===== src/rtl/flag_pkg.sv =====
// Shared definitions for the flag capture path: FSM encoding, coordinate width,
// default flag geometry and an absolute-difference helper.
package flag_pkg;

    localparam int unsigned COORD_W = 10;
    localparam int unsigned DIFF_W  = COORD_W + 1;

    localparam int unsigned FLAG_X_DEF = 575;
    localparam int unsigned FLAG_Y_DEF = 245;
    localparam int unsigned FLAG_W_DEF = 44;
    localparam int unsigned FLAG_H_DEF = 40;

    typedef enum logic [2:0] {
        ST_IDLE  = 3'd0,
        ST_SEEK  = 3'd1,
        ST_HOLD  = 3'd2,
        ST_LOWER = 3'd3,
        ST_DONE  = 3'd4
    } flag_state_e;

    // |a - b| computed on one extra bit so the difference never wraps
    function automatic logic [DIFF_W-1:0] abs_diff(input logic [COORD_W-1:0] a,
                                                   input logic [COORD_W-1:0] b);
        logic [DIFF_W-1:0] d;
        d = DIFF_W'(a) - DIFF_W'(b);
        return d[DIFF_W-1] ? (~d + DIFF_W'(1)) : d;
    endfunction

endpackage


===== src/rtl/frame_tick_sync.sv =====
// Brings the frame clock into the Clk domain: two-flop synchronizer plus an
// edge register; o_frame_tick_c pulses one cycle per frame_clk rise.
module frame_tick_sync (
    input  logic Clk,
    input  logic Reset_n,
    input  logic i_frame_clk,
    output logic o_frame_tick_c
);

    logic r_sync1;
    logic r_sync2;
    logic r_sync_prev;

    // Synchronizer chain and previous-value register for edge detection
    always_ff @(posedge Clk) begin
        if (!Reset_n) begin
            r_sync1     <= 1'b0;
            r_sync2     <= 1'b0;
            r_sync_prev <= 1'b0;
        end else begin
            r_sync1     <= i_frame_clk;
            r_sync2     <= r_sync1;
            r_sync_prev <= r_sync2;
        end
    end

    assign o_frame_tick_c = r_sync2 & ~r_sync_prev;

endmodule


===== src/rtl/flag_capture_detector.sv =====
// Flag capture detector: per-frame overlap test between player and flag boxes,
// capture commit after HOLD_FRAMES consecutive overlaps, flag-lowering
// animation and a level-done request held until acknowledged.
// Optional: define FLAG_TIMER_EN to add the capture_time frame counter output.
module flag_capture_detector
    import flag_pkg::*;
#(
    parameter int unsigned HOLD_FRAMES = 4,
    parameter int unsigned DROP_STEP   = 2,
    parameter int unsigned DROP_MAX    = 120
) (
    input  logic               Clk,
    input  logic               Reset_n,
    input  logic               frame_clk,
    input  logic               enable,
    input  logic [COORD_W-1:0] FlagX,
    input  logic [COORD_W-1:0] FlagY,
    input  logic [COORD_W-1:0] FlagWidth,
    input  logic [COORD_W-1:0] FlagHeight,
    input  logic [COORD_W-1:0] PlayerX,
    input  logic [COORD_W-1:0] PlayerY,
    input  logic [COORD_W-1:0] PlayerS,
    output logic               captured,
    output logic [COORD_W-1:0] FlagDropY,
    output logic               done_req,
    input  logic               done_ack,
    output logic [2:0]         state_o
`ifdef FLAG_TIMER_EN
    ,
    output logic [15:0]        capture_time
`endif
);

    localparam int unsigned CNT_W = 4;
    localparam int unsigned TMR_W = 16;

    flag_state_e        r_state,    w_state_nxt;
    logic [CNT_W-1:0]   r_hold_cnt, w_cnt_nxt;
    logic               r_captured, w_captured_nxt;
    logic [COORD_W-1:0] r_drop,     w_drop_nxt;
    logic               r_done_req, w_done_nxt;
    logic [TMR_W-1:0]   r_timer,    w_timer_nxt;

    logic               w_tick;
    logic [DIFF_W-1:0]  w_adx, w_ady, w_thx, w_thy;
    logic               w_overlap;
    logic [CNT_W-1:0]   w_cnt_inc;
    logic [DIFF_W-1:0]  w_drop_sum;
    logic [COORD_W-1:0] w_drop_sat;
    logic [TMR_W-1:0]   w_timer_inc;

    frame_tick_sync u_tick (
        .Clk            (Clk),
        .Reset_n        (Reset_n),
        .i_frame_clk    (frame_clk),
        .o_frame_tick_c (w_tick)
    );

    // Strict box overlap on 11-bit magnitudes; touching edges do not count
    always_comb begin
        w_adx     = abs_diff(PlayerX, FlagX);
        w_ady     = abs_diff(PlayerY, FlagY);
        w_thx     = DIFF_W'(PlayerS) + DIFF_W'(FlagWidth  >> 1);
        w_thy     = DIFF_W'(PlayerS) + DIFF_W'(FlagHeight >> 1);
        w_overlap = (w_adx < w_thx) && (w_ady < w_thy);
    end

    // Saturating arithmetic shared by the FSM
    always_comb begin
        w_cnt_inc   = r_hold_cnt + CNT_W'(1);
        w_drop_sum  = DIFF_W'(r_drop) + DIFF_W'(DROP_STEP);
        w_drop_sat  = (w_drop_sum >= DIFF_W'(DROP_MAX)) ? COORD_W'(DROP_MAX)
                                                        : w_drop_sum[COORD_W-1:0];
        w_timer_inc = (r_timer == {TMR_W{1'b1}}) ? r_timer : r_timer + TMR_W'(1);
    end

    // Next-state and next-output logic
    always_comb begin
        w_state_nxt    = r_state;
        w_cnt_nxt      = r_hold_cnt;
        w_captured_nxt = r_captured;
        w_drop_nxt     = r_drop;
        w_done_nxt     = r_done_req;
        w_timer_nxt    = r_timer;
        case (r_state)
            ST_IDLE: begin
                if (enable) begin
                    w_state_nxt = ST_SEEK;
                    w_cnt_nxt   = '0;
                    w_timer_nxt = '0;
                end
            end
            ST_SEEK: begin
                if (!enable) begin
                    w_state_nxt = ST_IDLE;
                    w_cnt_nxt   = '0;
                end else if (w_tick) begin
                    w_timer_nxt = w_timer_inc;
                    if (w_overlap) begin
                        w_cnt_nxt = CNT_W'(1);
                        if (HOLD_FRAMES == 1) begin
                            w_state_nxt    = ST_LOWER;
                            w_captured_nxt = 1'b1;
                        end else begin
                            w_state_nxt = ST_HOLD;
                        end
                    end
                end
            end
            ST_HOLD: begin
                if (!enable) begin
                    w_state_nxt = ST_IDLE;
                    w_cnt_nxt   = '0;
                end else if (w_tick) begin
                    w_timer_nxt = w_timer_inc;
                    if (w_overlap) begin
                        w_cnt_nxt = w_cnt_inc;
                        if (w_cnt_inc == CNT_W'(HOLD_FRAMES)) begin
                            w_state_nxt    = ST_LOWER;
                            w_captured_nxt = 1'b1;
                        end
                    end else begin
                        w_state_nxt = ST_SEEK;
                        w_cnt_nxt   = '0;
                    end
                end
            end
            ST_LOWER: begin
                if (w_tick) begin
                    w_drop_nxt = w_drop_sat;
                    if (w_drop_sat == COORD_W'(DROP_MAX)) begin
                        w_state_nxt = ST_DONE;
                        w_done_nxt  = 1'b1;
                    end
                end
            end
            ST_DONE: begin
                w_done_nxt = 1'b1;
                if (done_ack) begin
                    w_state_nxt    = ST_IDLE;
                    w_done_nxt     = 1'b0;
                    w_captured_nxt = 1'b0;
                    w_drop_nxt     = '0;
                    w_cnt_nxt      = '0;
                    w_timer_nxt    = '0;
                end
            end
            default: begin
                w_state_nxt    = ST_IDLE;
                w_cnt_nxt      = '0;
                w_captured_nxt = 1'b0;
                w_drop_nxt     = '0;
                w_done_nxt     = 1'b0;
                w_timer_nxt    = '0;
            end
        endcase
    end

    // State and output registers
    always_ff @(posedge Clk) begin
        if (!Reset_n) begin
            r_state    <= ST_IDLE;
            r_hold_cnt <= '0;
            r_captured <= 1'b0;
            r_drop     <= '0;
            r_done_req <= 1'b0;
            r_timer    <= '0;
        end else begin
            r_state    <= w_state_nxt;
            r_hold_cnt <= w_cnt_nxt;
            r_captured <= w_captured_nxt;
            r_drop     <= w_drop_nxt;
            r_done_req <= w_done_nxt;
            r_timer    <= w_timer_nxt;
        end
    end

    assign state_o   = r_state;
    assign captured  = r_captured;
    assign FlagDropY = r_drop;
    assign done_req  = r_done_req;

`ifdef FLAG_TIMER_EN
    assign capture_time = r_timer;
`else
    logic w_timer_unused;
    assign w_timer_unused = ^r_timer;
`endif

endmodule


===== config.mk =====
export PLATFORM = sky130hd
export DESIGN_NAME = flag_capture_detector
export DESIGN_NICKNAME = d
export VERILOG_FILES = /design/src/rtl/flag_pkg.sv /design/src/rtl/frame_tick_sync.sv /design/src/rtl/flag_capture_detector.sv
export SDC_FILE = /design/constraint.sdc
export NUM_CORES = 1
export LEC_CHECK = 0
export CORE_MARGIN = 2
export CORE_UTILIZATION = 55
export CTS_CLUSTER_SIZE = 16
export DETAILED_ROUTE_END_ITERATION = 10
export GPL_TIMING_DRIVEN = 0
export HOLD_SLACK_MARGIN = 0.15
export PLACE_DENSITY = 0.88
export SKIP_CTS_REPAIR_TIMING = 1
export SYNTH_ARGS = -nofsm -noshare
export SYNTH_HDL_FRONTEND = slang
export SYNTH_SLANG_ARGS = --single-unit

===== constraint.sdc =====
create_clock -name Clk -period 13.7 [get_ports Clk]
set_input_delay 2.74 -clock Clk [delete_from_list [all_inputs] [get_ports Clk]]
set_output_delay 2.74 -clock Clk [all_outputs]
set_load 0.1 [all_outputs]

; ---- Word-level counts from Yosys, hierarchy flattened
; Cells that the tools add are included.
[op_classes]
add_sub_neg = 8
order_cmp = 3
n_eq_ne = 18
n_mux = 37
n_bitwise = 7
n_reduce_logical = 9
[ops]
columns = op, count
row1 = 3-bit 2-to-1 mux, 11
row2 = 4-bit 2-to-1 mux, 8
row3 = 10-bit 2-to-1 mux, 3
row4 = 10-bit one-hot mux with 3 select lines, 1
row5 = 10-bit by 9-bit adder with 11-bit output, 2
row6 = 11-bit by 1-bit adder with 11-bit output (second input constant), 2
row7 = 11-bit less-than comparator, 2
row8 = 11-bit 2-to-1 mux, 2
row9 = 11-bit NOT, 2
row10 = 10-bit by 10-bit subtractor with 11-bit output, 2
row11 = 4-bit one-hot mux with 5 select lines, 1
row12 = 3-bit one-hot mux with 5 select lines, 1
row13 = 2-bit inequality test (second input constant), 6
row14 = 6-bit AND reduction, 2
row15 = 10-bit by 2-bit adder with 11-bit output (second input constant), 1
row16 = 11-bit by 7-bit greater-or-equal comparator with 1-bit output (second input constant), 1
row17 = 10-bit by 7-bit equality test with 1-bit output (second input constant), 1
row18 = 1-bit 2-to-1 mux, 8
row19 = 8-bit AND reduction, 1
row20 = 3-bit by 2-bit equality test with 1-bit output (second input constant), 2
row21 = 3-bit by 2-bit inequality test with 1-bit output (second input constant), 2
row22 = 1-bit one-hot mux with 3 select lines, 2
row23 = 3-bit AND reduction, 2
row24 = 3-bit OR reduction, 2
row25 = 11 further kinds, 15
[totals]
reg_bits = 22
input_bits = 75

; ---- Depth between registers and ports, before layout
; Gate-level depths: netlist of run 1.
[depth]
word_depth = 10
ltp_mapped = 20

; ---- Cells and area by module
; A second synthesis of run 1 with hierarchy kept.
[unflattened]
cells_unflattened = 470
area_unflattened_um2 = 3584.7
[by_module_without_submodules]
columns = module, instances, cells_per_inst, area_each_um2
row1 = flag_capture_detector, 1, 463, 3492.1
row2 = frame_tick_sync, 1, 7, 92.6

; ---- Worst setup path before layout of run 1
; OpenSTA, ideal clock, no wires.
[synth_timing]
path_kind = input to register
from = input PlayerY[0]
to = register r_state[2], in the netlist state_o[2]
setup_ns = 0.085
t_arrival_ns = 6.403
required_ns = 13.615
path_slack_ns = 7.213
cell_stages = 19
n_path_buf = 0
cell_sequence = inv_1 > ha_1 > inv_1 > fa_1 > a211oi_1 > o21bai_1 > a21oi_1 > xor2_1 > nor4b_2 > a31oi_1 > xor2_1 > ha_1 > a21oi_1 > nand2_1 > a21oi_1 > o21ai_0 > o21ai_0 > or3b_4 > o31ai_2
[synth_via]
elab_chain_len = 10
[synth_rtl]
columns = item, line_no
row1 = start: declaration, flag_capture_detector.sv:21  ; input logic [COORD_W-1:0] PlayerY,
row2 = 10-bit by 10-bit subtractor with 11-bit output *, flag_pkg.sv:25  ; d = DIFF_W'(a) - DIFF_W'(b);
row3 = 11-bit NOT, flag_pkg.sv:26  ; return d[DIFF_W-1] ? (~d + DIFF_W'(1)) : d;
row4 = 11-bit by 1-bit adder with 11-bit output, flag_pkg.sv:26
row5 = 11-bit 2-to-1 mux *, flag_pkg.sv:26
row6 = 11-bit less-than comparator *, flag_capture_detector.sv:65  ; w_overlap = (w_adx < w_thx) && (w_ady < w_thy);
row7 = 1-bit logical AND *, flag_capture_detector.sv:65
row8 = 3-bit 2-to-1 mux, flag_capture_detector.sv:116  ; if (w_overlap) begin
row9 = 3-bit 2-to-1 mux, flag_capture_detector.sv:114  ; end else if (w_tick) begin
row10 = 3-bit 2-to-1 mux, flag_capture_detector.sv:111  ; if (!enable) begin
row11 = 3-bit one-hot mux with 5 select lines, flag_capture_detector.sv:85  ; case (r_state)
row12 = end signal: assignment, flag_capture_detector.sv:169  ; r_state <= w_state_nxt;
row13 = end: declaration, flag_capture_detector.sv:37  ; flag_state_e r_state, w_state_nxt;
; Every way passes the cells marked *; elsewhere a longest branch is shown, timed or not. The select of a mux whose other input is x is not followed.
; A chain may end at the register's enable or synchronous reset.

; ---- Final worst setup path of run 1
[layout_timing]
from = input FlagX[0]
to = register r_hold_cnt[0]
[layout_via]
elab_chain_len = 10
[layout_rtl]
columns = item, line_no
row1 = start: declaration, flag_capture_detector.sv:16  ; input logic [COORD_W-1:0] FlagX,
row2 = 10-bit by 10-bit subtractor with 11-bit output *, flag_pkg.sv:25
row3 = 11-bit NOT, flag_pkg.sv:26
row4 = 11-bit by 1-bit adder with 11-bit output, flag_pkg.sv:26
row5 = 11-bit 2-to-1 mux *, flag_pkg.sv:26
row6 = 11-bit less-than comparator *, flag_capture_detector.sv:65
row7 = 1-bit logical AND *, flag_capture_detector.sv:65
row8 = 4-bit 2-to-1 mux, flag_capture_detector.sv:116
row9 = 4-bit 2-to-1 mux, flag_capture_detector.sv:114
row10 = 4-bit 2-to-1 mux, flag_capture_detector.sv:111
row11 = 4-bit one-hot mux with 5 select lines, flag_capture_detector.sv:85
row12 = end signal: assignment, flag_capture_detector.sv:170  ; r_hold_cnt <= w_cnt_nxt;
row13 = end: declaration, flag_capture_detector.sv:38  ; logic [CNT_W-1:0] r_hold_cnt, w_cnt_nxt;
; Marks and branches as above.

==> qor.csv, run 1 <==
metric,value,unit
clock sink total,22,
Hold WC Path Type,reg -> reg,
Synthesized Nets,614,
Yosys warnings,0,
1st-iter DRT viols,146,
CTS Buf Count,3,
CP startpoint kind,primary input,
average wire per standard cell,13.64,um
vias in the first global route,3647,
crit-path max FO,10,
RR Startpoint,FlagDropY[1]$_SDFFE_PN0P_,
CP Capture Point,r_hold_cnt[0]$_SDFFE_PN0P_,
Power Dens Cells,90.90,nW/um2
via density per instance,5.859,
largest net degree at the start of global routing,14,
Yosys cell types,57,
global-route usage over all layers,24.19,%
Slew HR,34.32,%
Worst-Margin Slew,982.2,ps
Worst Path Required,13890,ps
"FF+latch count, synth",22,
H-tree Lvls,1,
CP arrival,7420,ps
wl on met1,3654,um
fill count,521,
crit path from,FlagX[0],
num ports,90,
asr flop ratio synth,0,%
fin. max-slew vios,0,
Pint,0.0002282,W
placed wire-length estimate,7242,um
ant diodes,0,
Total Die Area,7117,um2
total power,0.0004173,W
Clock Pin Slew Worst Setup and Hold Paths,80,ps
minimum clock period,7231,ps
highest layer used for signal routing,met4,
outcome,"finished, final reports clean",
Post-Synth Simple-Gate Area,21.59,%
Layout Skew,6.709,ps
Total Wirelength,8730,um
crit path kind,in -> reg,
Synth Instances,472,
Residual DRC,0,
Avg Synthesized Cell Area,7.526,um2
drt pass-1 iters,5,
Max VDD drop,82.01,uV
switching part of the total power,45.32,%
Synth Flop Type,dfxtp_1,
Core Area,6314,um2
WL met2,4369,um
antenna violations before repair,0,
met3 wire length,471,um
DIE HEIGHT,84.37,um
Final Setup Violations,0,
Placement Rows,29,
main combinational cell family by area after synthesis,adder cells,
sequential-to-total area share from yosys stat,12.40,%
Crit. End Element,flip-flop,
CTS tree,yes,
Clock Tree Buf Depth,2,
detailed-route via count,3750,
Clk network pwr share,14.7,%
r2r worst-path depth,8,
"antenna viol nets, final",0,
post-synthesis compound-gate area fraction,24.34,%
buffers added on ports,87,
RePlAce Congestion,0.9132,
LEAKAGE,2.013,nW
XOR/XNOR share of the synthesized area,11.34,%
Psw,0.0001891,W
combinational power share,67.8,%
first-pass GRT wire length,14950,um
Setup TNS Final,0,ps
root buf cell,clkbuf_8,
grt total ovfl,0,
Final period util,52.78,%
area growth from synthesis to layout,29.24,%
"EDFF count, synth",0,
Initial Util,56.26,%
RSZ-0062 raised after global routing,no,
Max Freq,0.1383,GHz
die width,84.37,um
R2R Setup Slk,11160,ps
Final #Nets,706,
Adder-Cell Fraction of Synth Area,24.45,%
Clock Latency Late Sink,270,ps
"Cell Area, Synth",3552,um2
reg2reg end,state_o[2]$_SDFFE_PN0P_,
final hold vios,0,
share of layout cells above drive strength 1,2.664,%
mux share of post-synthesis cell area,0.9158,%
maxcap violations,0,
Flop pwr share,17.5,%
[how the worst min path moves through the flow]
stage                              startpoint                         to  slack [ps]  cells past startpoint
floorplan           u_tick.r_sync1$_SDFF_PN0_  u_tick.r_sync2$_SDFF_PN0_         410                      1
global route        u_tick.r_sync1$_SDFF_PN0_  u_tick.r_sync2$_SDFF_PN0_         470                      1
global placement    u_tick.r_sync1$_SDFF_PN0_  u_tick.r_sync2$_SDFF_PN0_         410                      1
CTS                 u_tick.r_sync1$_SDFF_PN0_  u_tick.r_sync2$_SDFF_PN0_         440                      1
detailed placement  u_tick.r_sync1$_SDFF_PN0_  u_tick.r_sync2$_SDFF_PN0_         420                      1
finish              u_tick.r_sync1$_SDFF_PN0_  u_tick.r_sync2$_SDFF_PN0_         440                      1
[registers in the layout (all words and copies together), names as in the netlist]
signal	cells
FlagDropY	10
r_hold_cnt	4
done_req	1
u_tick.r_sync2	1
state_o	3
captured	1
u_tick.r_sync_prev	1
u_tick.r_sync1	1
[layout by cell type (no fill, tap or decap), types with 2 or more instances in the layout]
| cell | synthesis | final |
|---|---|---|
| and2_1 | 3 | 3 |
| xor2_1 | 20 | 20 |
| dfxtp_1 | 22 | 22 |
| nor2b_1 | 7 | 7 |
| nor2_1 | 39 | 39 |
| or2_2 | 2 | 2 |
| o21a_1 | 6 | 6 |
| fa_1 | 4 | 4 |
| nand4_1 | 5 | 5 |
| clkdlybuf4s50_1 | 0 | 87 |
| clkbuf_8 | 0 | 3 |
| a21o_1 | 10 | 10 |
| and4_1 | 3 | 3 |
| xnor2_1 | 26 | 26 |
| a21oi_1 | 50 | 50 |
| or4_1 | 4 | 4 |
| a211oi_1 | 5 | 5 |
| or3_1 | 3 | 3 |
| nand2_1 | 31 | 31 |
| and3_1 | 6 | 6 |
| mux2_2 | 2 | 2 |
| nand3_1 | 15 | 15 |
| a211o_1 | 2 | 2 |
| clkbuf_1 | 6 | 6 |
| o21bai_1 | 8 | 8 |
| o31ai_1 | 3 | 3 |
| o21ai_0 | 25 | 25 |
| o22ai_1 | 6 | 6 |
| nand2b_1 | 6 | 6 |
| inv_1 | 40 | 40 |
| a31oi_1 | 6 | 6 |
| nor3_1 | 12 | 12 |
| ha_1 | 63 | 63 |
| nor4_1 | 7 | 7 |
[critical path, stage by stage]
cell and delay, ps:
clkdlybuf4s50_1 460, ha_1 160, inv_1 60, fa_1 410, a211oi_1 410, nor2_1 130, o221a_2 240, o21ai_0 140
nand2b_1 70, clkbuf_1 200, nor4_1 390, ha_1 320, a211oi_1 200, o21ai_0 150, a21oi_1 170, o21ai_0 210
nor3_1 580, nand2_1 120, a311oi_1 270
[synthesized netlist by cell type, types with 7 or more instances]
cell type	count	area share [%]
inv_1	40	4.2
o21bai_1	8	1.7
dfxtp_1	22	12
a21oi_1	50	7.0
o21ai_0	25	3.5
xor2_1	20	4.9
ha_1	63	22
xnor2_1	26	6.4
nor3_1	12	1.7
nand2_1	31	3.3
nor2b_1	7	1.2
nor4_1	7	1.2
nand3_1	15	2.1
nor2_1	39	4.1
a21o_1	10	2.1
[final cells by class]
type / count / area [um2] / area share (%)
multi-input cells: 403 / 2935 / 63.94
repair buffers: 87 / 870.8 / 18.97
flip-flops and latches: 22 / 440.4 / 9.594
inverters: 41 / 153.9 / 3.352
well taps: 77 / 96.34 / 2.099
clock buffers: 3 / 41.29 / 0.8994
clock inverters: 1 / 30.03 / 0.6541
plain buffers: 6 / 22.52 / 0.4906
[per-stage QoR]
step	area (um2)	std cells	setup slack [ps]	util, %	hold WS, ps
2_1_floorplan	3552	472	7213	-	411.9
3_3_place_gp	4519	636	6320	71.58	414.4
3_5_place_dp	4519	636	6192	71.58	422.8
4_1_cts	4591	640	6465	72.71	442.1
5_1_grt	4591	640	6063	72.71	467.3
6_report	4591	640	6469	72.71	436.0
[metal layers]
layer / vias to the layer above / track usage, %
met1: 1712 / 28.05
met2: 115 / 45.67
met4: 0 / 6.926
met3: 26 / 3.736
li1: 1897 / -
met5: - / 0
[cells by family after synthesis]
logic type	Yosys count
and+or+nand+nor	150
muxes	3
buffers and inverters	47
DFF	22
AOI/OAI and AO/OA	137
adders and majority gates	67
xor gates and xnor gates	46
[power groups by stage]
stage / clock (W) / sequential, W / combinational [W]
global placement: 0 / 0.0000744 / 0.000267
detailed placement: 0 / 0.0000746 / 0.000278
CTS: 0.0000620 / 0.0000731 / 0.000281
finish: 0.0000611 / 0.0000731 / 0.000283
global route: 0.0000652 / 0.0000740 / 0.000312
floorplan: 0 / 0.0000962 / 0.000186
(Power assumes the default switching activity.)
==> run 2: changes to the inputs <==
--- a/config.mk
+++ b/config.mk
@@ -6,12 +6,12 @@
 export NUM_CORES = 1
 export LEC_CHECK = 0
 export CORE_MARGIN = 2
-export CORE_UTILIZATION = 55
+export CORE_UTILIZATION = 46
 export CTS_CLUSTER_SIZE = 16
 export DETAILED_ROUTE_END_ITERATION = 10
 export GPL_TIMING_DRIVEN = 0
 export HOLD_SLACK_MARGIN = 0.15
-export PLACE_DENSITY = 0.88
+export PLACE_DENSITY = 0.79
 export SKIP_CTS_REPAIR_TIMING = 1
 export SYNTH_ARGS = -nofsm -noshare
 export SYNTH_HDL_FRONTEND = slang
==> constraint.sdc (replaced) <==
create_clock -name Clk -period 5.9 [get_ports Clk]
set_input_delay 1.18 -clock Clk [delete_from_list [all_inputs] [get_ports Clk]]
set_output_delay 1.18 -clock Clk [all_outputs]
set_load 0.1 [all_outputs]
==> run 2 against run 1 <==
Register-to-register slack worse by 7800 ps. Non-clock buffer count up 1. Power up 120%. Core utilization down 12 points. Worst setup slack worse by 6100 ps. Critical path type unchanged. Critical endpoint is now state_o[2]$_SDFFE_PN0P_.
==> qor.csv, run 2 (synthesis gave the netlist of run 1 again) <==
metric,value,unit
minimum clock period,5529,ps
"most common cell after layout, fill and taps aside",clkdlybuf4s50_1,
Worst-Margin Slew,983.7,ps
global-route usage over all layers,20.21,%
"antenna viol nets, final",0,
buffers added on ports,87,
detailed-route via count,3685,
clock sink total,22,
drt pass-1 iters,4,
average wire per standard cell,12.89,um
antenna violations before repair,0,
Total Wirelength,8587,um
Hold WC Path Type,reg -> reg,
CP arrival,5720,ps
area growth from synthesis to layout,30.33,%
Clock Pin Slew Worst Setup and Hold Paths,80,ps
Total Die Area,8441,um2
Crit. End Element,flip-flop,
CTS Buf Count,3,
most frequent cells in the layout,"87 x clkdlybuf4s50_1, 63 x ha_1, 50 x a21oi_1, 40 x inv_1, 39 x nor2_1",
crit path cell chain,clkdlybuf4s50_1 -> ha_1 -> inv_1 -> fa_1 -> a211oi_1 -> o21bai_1 -> a21oi_1 -> xor2_1 -> nor4b_2 -> a31oi_1 -> xor2_1 -> ha_1 -> a21oi_1 -> nand2_1 -> a21oi_1 -> o21ai_0 -> o21ai_1 -> or3b_4 -> o31ai_2,
RePlAce Congestion,0.8891,
H-tree Lvls,1,
Layout Skew,5.887,ps
critical path's largest stage delay,460,ps
Max Freq,0.1809,GHz
RSZ-0062 raised after global routing,no,
LEAKAGE,2.014,nW
via density per instance,5.533,
grt total ovfl,0,
Final Setup Violations,0,
Power Dens Cells,202.5,nW/um2
num ports,90,
post-route insts no fill,666,
final hold vios,0,
Initial Util,46.69,%
"Slowest-stage cell, CP",clkdlybuf4s50_1,
Setup TNS Final,0,ps
"CP delay by family, top",compound AO/OA/AOI/OAI gates,
Final period util,93.70,%
crit-path max FO,5,
Final #Nets,707,
Max VDD drop,122.7,uV
crit path kind,in -> reg,
Core Area,7607,um2
placed cells,661,
max FFs per register,10,
Clock Latency Late Sink,270,ps
maxcap violations,0,
fin. max-slew vios,0,
outcome,"finished, final reports clean",
CP startpoint kind,primary input,
Worst Path Required,6090,ps
total power,0.0009376,W
Buf/Inv on CP,2,
CTS tree,yes,
share of layout cells above drive strength 1,3.369,%
first-pass GRT wire length,14880,um
"most used cell, CP",a21oi_1,
vias in the first global route,3586,
root buf cell,clkbuf_8,
die width,91.88,um
Residual DRC,0,
1st-iter DRT viols,175,
Placement Rows,32,
ant diodes,0,
DIE HEIGHT,91.88,um
Final Hold Slack,439.7,ps
Slew HR,34.21,%
placed wire-length estimate,7135,um
largest net degree at the start of global routing,13,
Clock Tree Buf Depth,2,
fill count,699,
## run 2: report_power, final
| part | total (W) | switching [W] | internal (W) | leakage, nW |
|---|---|---|---|---|
| logic | 0.000659 | 0.000377 | 0.000282 | 1.81 |
| registers | 0.000171 | 0.0000112 | 0.000160 | 0.178 |
| clock network | 0.000108 | 0.0000481 | 0.0000595 | 0.0288 |
## run 2: metrics by stage
stage          area [um2]  utilization, %  setup slack [ps]
3_5_place_dp         4551           59.82            -55.00
2_1_floorplan        3552               -             972.8
5_1_grt              4629           60.86             2.977
4_1_cts              4606           60.54             170.1
6_report             4629           60.86             371.5
3_3_place_gp         4551           59.82             58.64
## run 2: metal layers
metal / up-vias / global-route usage, % / part of all wire, %
met3: 12 / 1.972 / 4.6
met2: 96 / 38.11 / 50
met5: - / 0 / 0
li1: 1901 / - / -
met4: 0 / 3.234 / 1.4
met1: 1676 / 25.11 / 44
## run 2: worst paths after layout
| check | depth (start not counted) | from | slack [ps] | end |
|---|---|---|---|---|
| setup / recovery | 19 | FlagY[0] | 370 | state_o[2]$_SDFFE_PN0P_ |
| hold / removal | 1 | u_tick.r_sync1$_SDFF_PN0_ | 440 | u_tick.r_sync2$_SDFF_PN0_ |
| setup reg to reg | 8 | FlagDropY[1]$_SDFFE_PN0P_ | 3320 | state_o[2]$_SDFFE_PN0P_ |
| hold reg to reg | 1 | u_tick.r_sync1$_SDFF_PN0_ | 440 | u_tick.r_sync2$_SDFF_PN0_ |
## run 2: final cells by class
type / count / area, um2 / share of cell area (%)
Tap cell: 102 / 127.6 / 2.757
Multi-Input combinational cell: 403 / 2952 / 63.76
Buffer: 6 / 22.52 / 0.4865
Inverter: 41 / 153.9 / 3.324
Clock buffer: 4 / 55.05 / 1.189
Sequential cell: 22 / 440.4 / 9.514
Timing Repair Buffer: 88 / 878.3 / 18.97
==> run 3: changes to the inputs <==
--- a/config.mk
+++ b/config.mk
@@ -11,8 +11,10 @@
 export DETAILED_ROUTE_END_ITERATION = 10
 export GPL_TIMING_DRIVEN = 0
 export HOLD_SLACK_MARGIN = 0.15
+export MAX_ROUTING_LAYER = met4
 export PLACE_DENSITY = 0.79
 export SKIP_CTS_REPAIR_TIMING = 1
+export SLEW_MARGIN = 20
 export SYNTH_ARGS = -nofsm -noshare
 export SYNTH_HDL_FRONTEND = slang
 export SYNTH_SLANG_ARGS = --single-unit
==> run 3 against run 2 <==
Power about the same. Register-to-register slack hardly changed. Fmax increased by 0.23%. Combinational power hardly changed. Core utilization did not move. Via count shrank 0.30%. Largest power group unchanged. Sequential power is essentially flat. Sequential cell count unchanged. Worst hold slack about the same. Wire length about the same. Non-clock buffer count unchanged. Clock power barely moved.
==> qor.csv, run 3 (synthesis gave the netlist of run 1 again) <==
metric,value,unit
Worst-Margin Slew,982.6,ps
RSZ-0062 raised after global routing,no,
Max VDD drop,122.5,uV
FF/Latch Area,440.4,um2
Clock Tree Buf Depth,2,
Core Area,7607,um2
fin. max-slew vios,0,
CP arrival,5700,ps
Total Die Area,8441,um2
"CP delay by family, top",compound AO/OA/AOI/OAI gates,
"antenna viol nets, final",0,
average wire per standard cell,12.90,um
area growth from synthesis to layout,30.33,%
Buf/Inv on CP,2,
1st-iter DRT viols,151,
Power Dens Cells,202.4,nW/um2
Final Setup Violations,0,
post-layout util,60.86,%
Worst Path Required,6090,ps
Slew HR,34.29,%
Residual DRC,0,
Final Hold Slack,439.6,ps
most frequent cells in the layout,"87 x clkdlybuf4s50_1, 63 x ha_1, 50 x a21oi_1, 40 x inv_1, 39 x nor2_1",
"most used cell, CP",a21oi_1,
clock sink total,22,
maxcap violations,0,
critical path depth in cells,19,
first-pass GRT wire length,14920,um
largest net degree at the start of global routing,13,
via density per instance,5.517,
Total Wirelength,8591,um
CTS tree,yes,
buffers added on ports,87,
ant diodes,0,
drt pass-1 iters,5,
fill count,699,
grt total ovfl,0,
detailed-route via count,3674,
root buf cell,clkbuf_8,
Clock Latency Late Sink,270,ps
share of layout cells above drive strength 1,3.369,%
CTS Buf Count,3,
LEAKAGE,2.014,nW
minimum clock period,5516,ps
total power,0.0009370,W
vias in the first global route,3578,
"most common cell after layout, fill and taps aside",clkdlybuf4s50_1,
hold depth,1,
max FFs per register,10,
H-tree Lvls,1,
DIE HEIGHT,91.88,um
Final #Nets,707,
placed wire-length estimate,7135,um
Final period util,93.49,%
Clock Pin Slew Worst Setup and Hold Paths,80,ps
num ports,90,
Hold WC Path Type,reg -> reg,
outcome,"finished, final reports clean",
Initial Util,46.69,%
crit path kind,in -> reg,
Layout Skew,6.364,ps
die width,91.88,um
final hold vios,0,
global-route usage over all layers,20.80,%
r2r worst-path depth,8,
"Slowest-stage cell, CP",clkdlybuf4s50_1,
Crit. End Element,flip-flop,
RePlAce Congestion,0.9041,
Placement Rows,32,
antenna violations before repair,0,
Max Freq,0.1813,GHz
CP startpoint kind,primary input,
critical path's largest stage delay,460,ps
crit path cell chain,clkdlybuf4s50_1 -> ha_1 -> inv_1 -> fa_1 -> a211oi_1 -> o21bai_1 -> a21oi_1 -> xor2_1 -> nor4b_2 -> a31oi_1 -> xor2_1 -> ha_1 -> a21oi_1 -> nand2_1 -> a21oi_1 -> o21ai_0 -> o21ai_1 -> or3b_4 -> o31ai_2,
crit-path max FO,5,
multi-input logic area,2952,um2
-- run 3: metrics by stage --
stage	instance area, um2	setup TNS (ps)	worst slack, ps	cells
2_1_floorplan	3552	0	972.8	472
3_3_place_gp	4551	0	58.64	661
3_5_place_dp	4551	-239.1	-55.00	661
4_1_cts	4606	0	170.1	665
5_1_grt	4629	0	2.978	666
6_report	4629	0	384.0	666
-- run 3: power by group --
part | internal, W | total (W) | switching, W | leakage (nW)
combinational | 0.000281 | 0.000658 | 0.000377 | 1.81
clock | 0.0000595 | 0.000107 | 0.0000478 | 0.0288
sequential | 0.000160 | 0.000171 | 0.0000114 | 0.178
total | 0.000501 | 0.000937 | 0.000436 | 2.01
-- run 3: layout make-up --
class	count	share of cell area (%)
multi-input cells	403	63.76
repair buffers	88	18.97
flip-flops and latches	22	9.514
inverters	41	3.324
well taps	102	2.757
clock buffers	4	1.189
plain buffers	6	0.4865
-- run 3: layer usage --
| layer | GRT usage (%) | wire, um |
|---|---|---|
| met3 | 1.972 | 404 |
| met4 | 3.234 | 128 |
| met2 | 38.11 | 4267 |
| met1 | 25.21 | 3790 |
| met5 | - | 0 |
-- run 3: path summary, 6_finish.rpt --
path                               endpoint  slack, ps                      start
hold reg to reg   u_tick.r_sync2$_SDFF_PN0_        440  u_tick.r_sync1$_SDFF_PN0_
setup / recovery    state_o[2]$_SDFFE_PN0P_        380                   FlagY[0]
setup reg to reg    state_o[2]$_SDFFE_PN0P_       3320  FlagDropY[1]$_SDFFE_PN0P_
hold / removal    u_tick.r_sync2$_SDFF_PN0_        440  u_tick.r_sync1$_SDFF_PN0_
-- run 3: worst register-to-register path, delay by kind of cell, from the launching register on --
family / cells / cell delay [ps]
DFF: 1 / 410
and+or+nand+nor: 4 / 1320
AOI/OAI and AO/OA: 3 / 480
adders and majority gates: 1 / 300
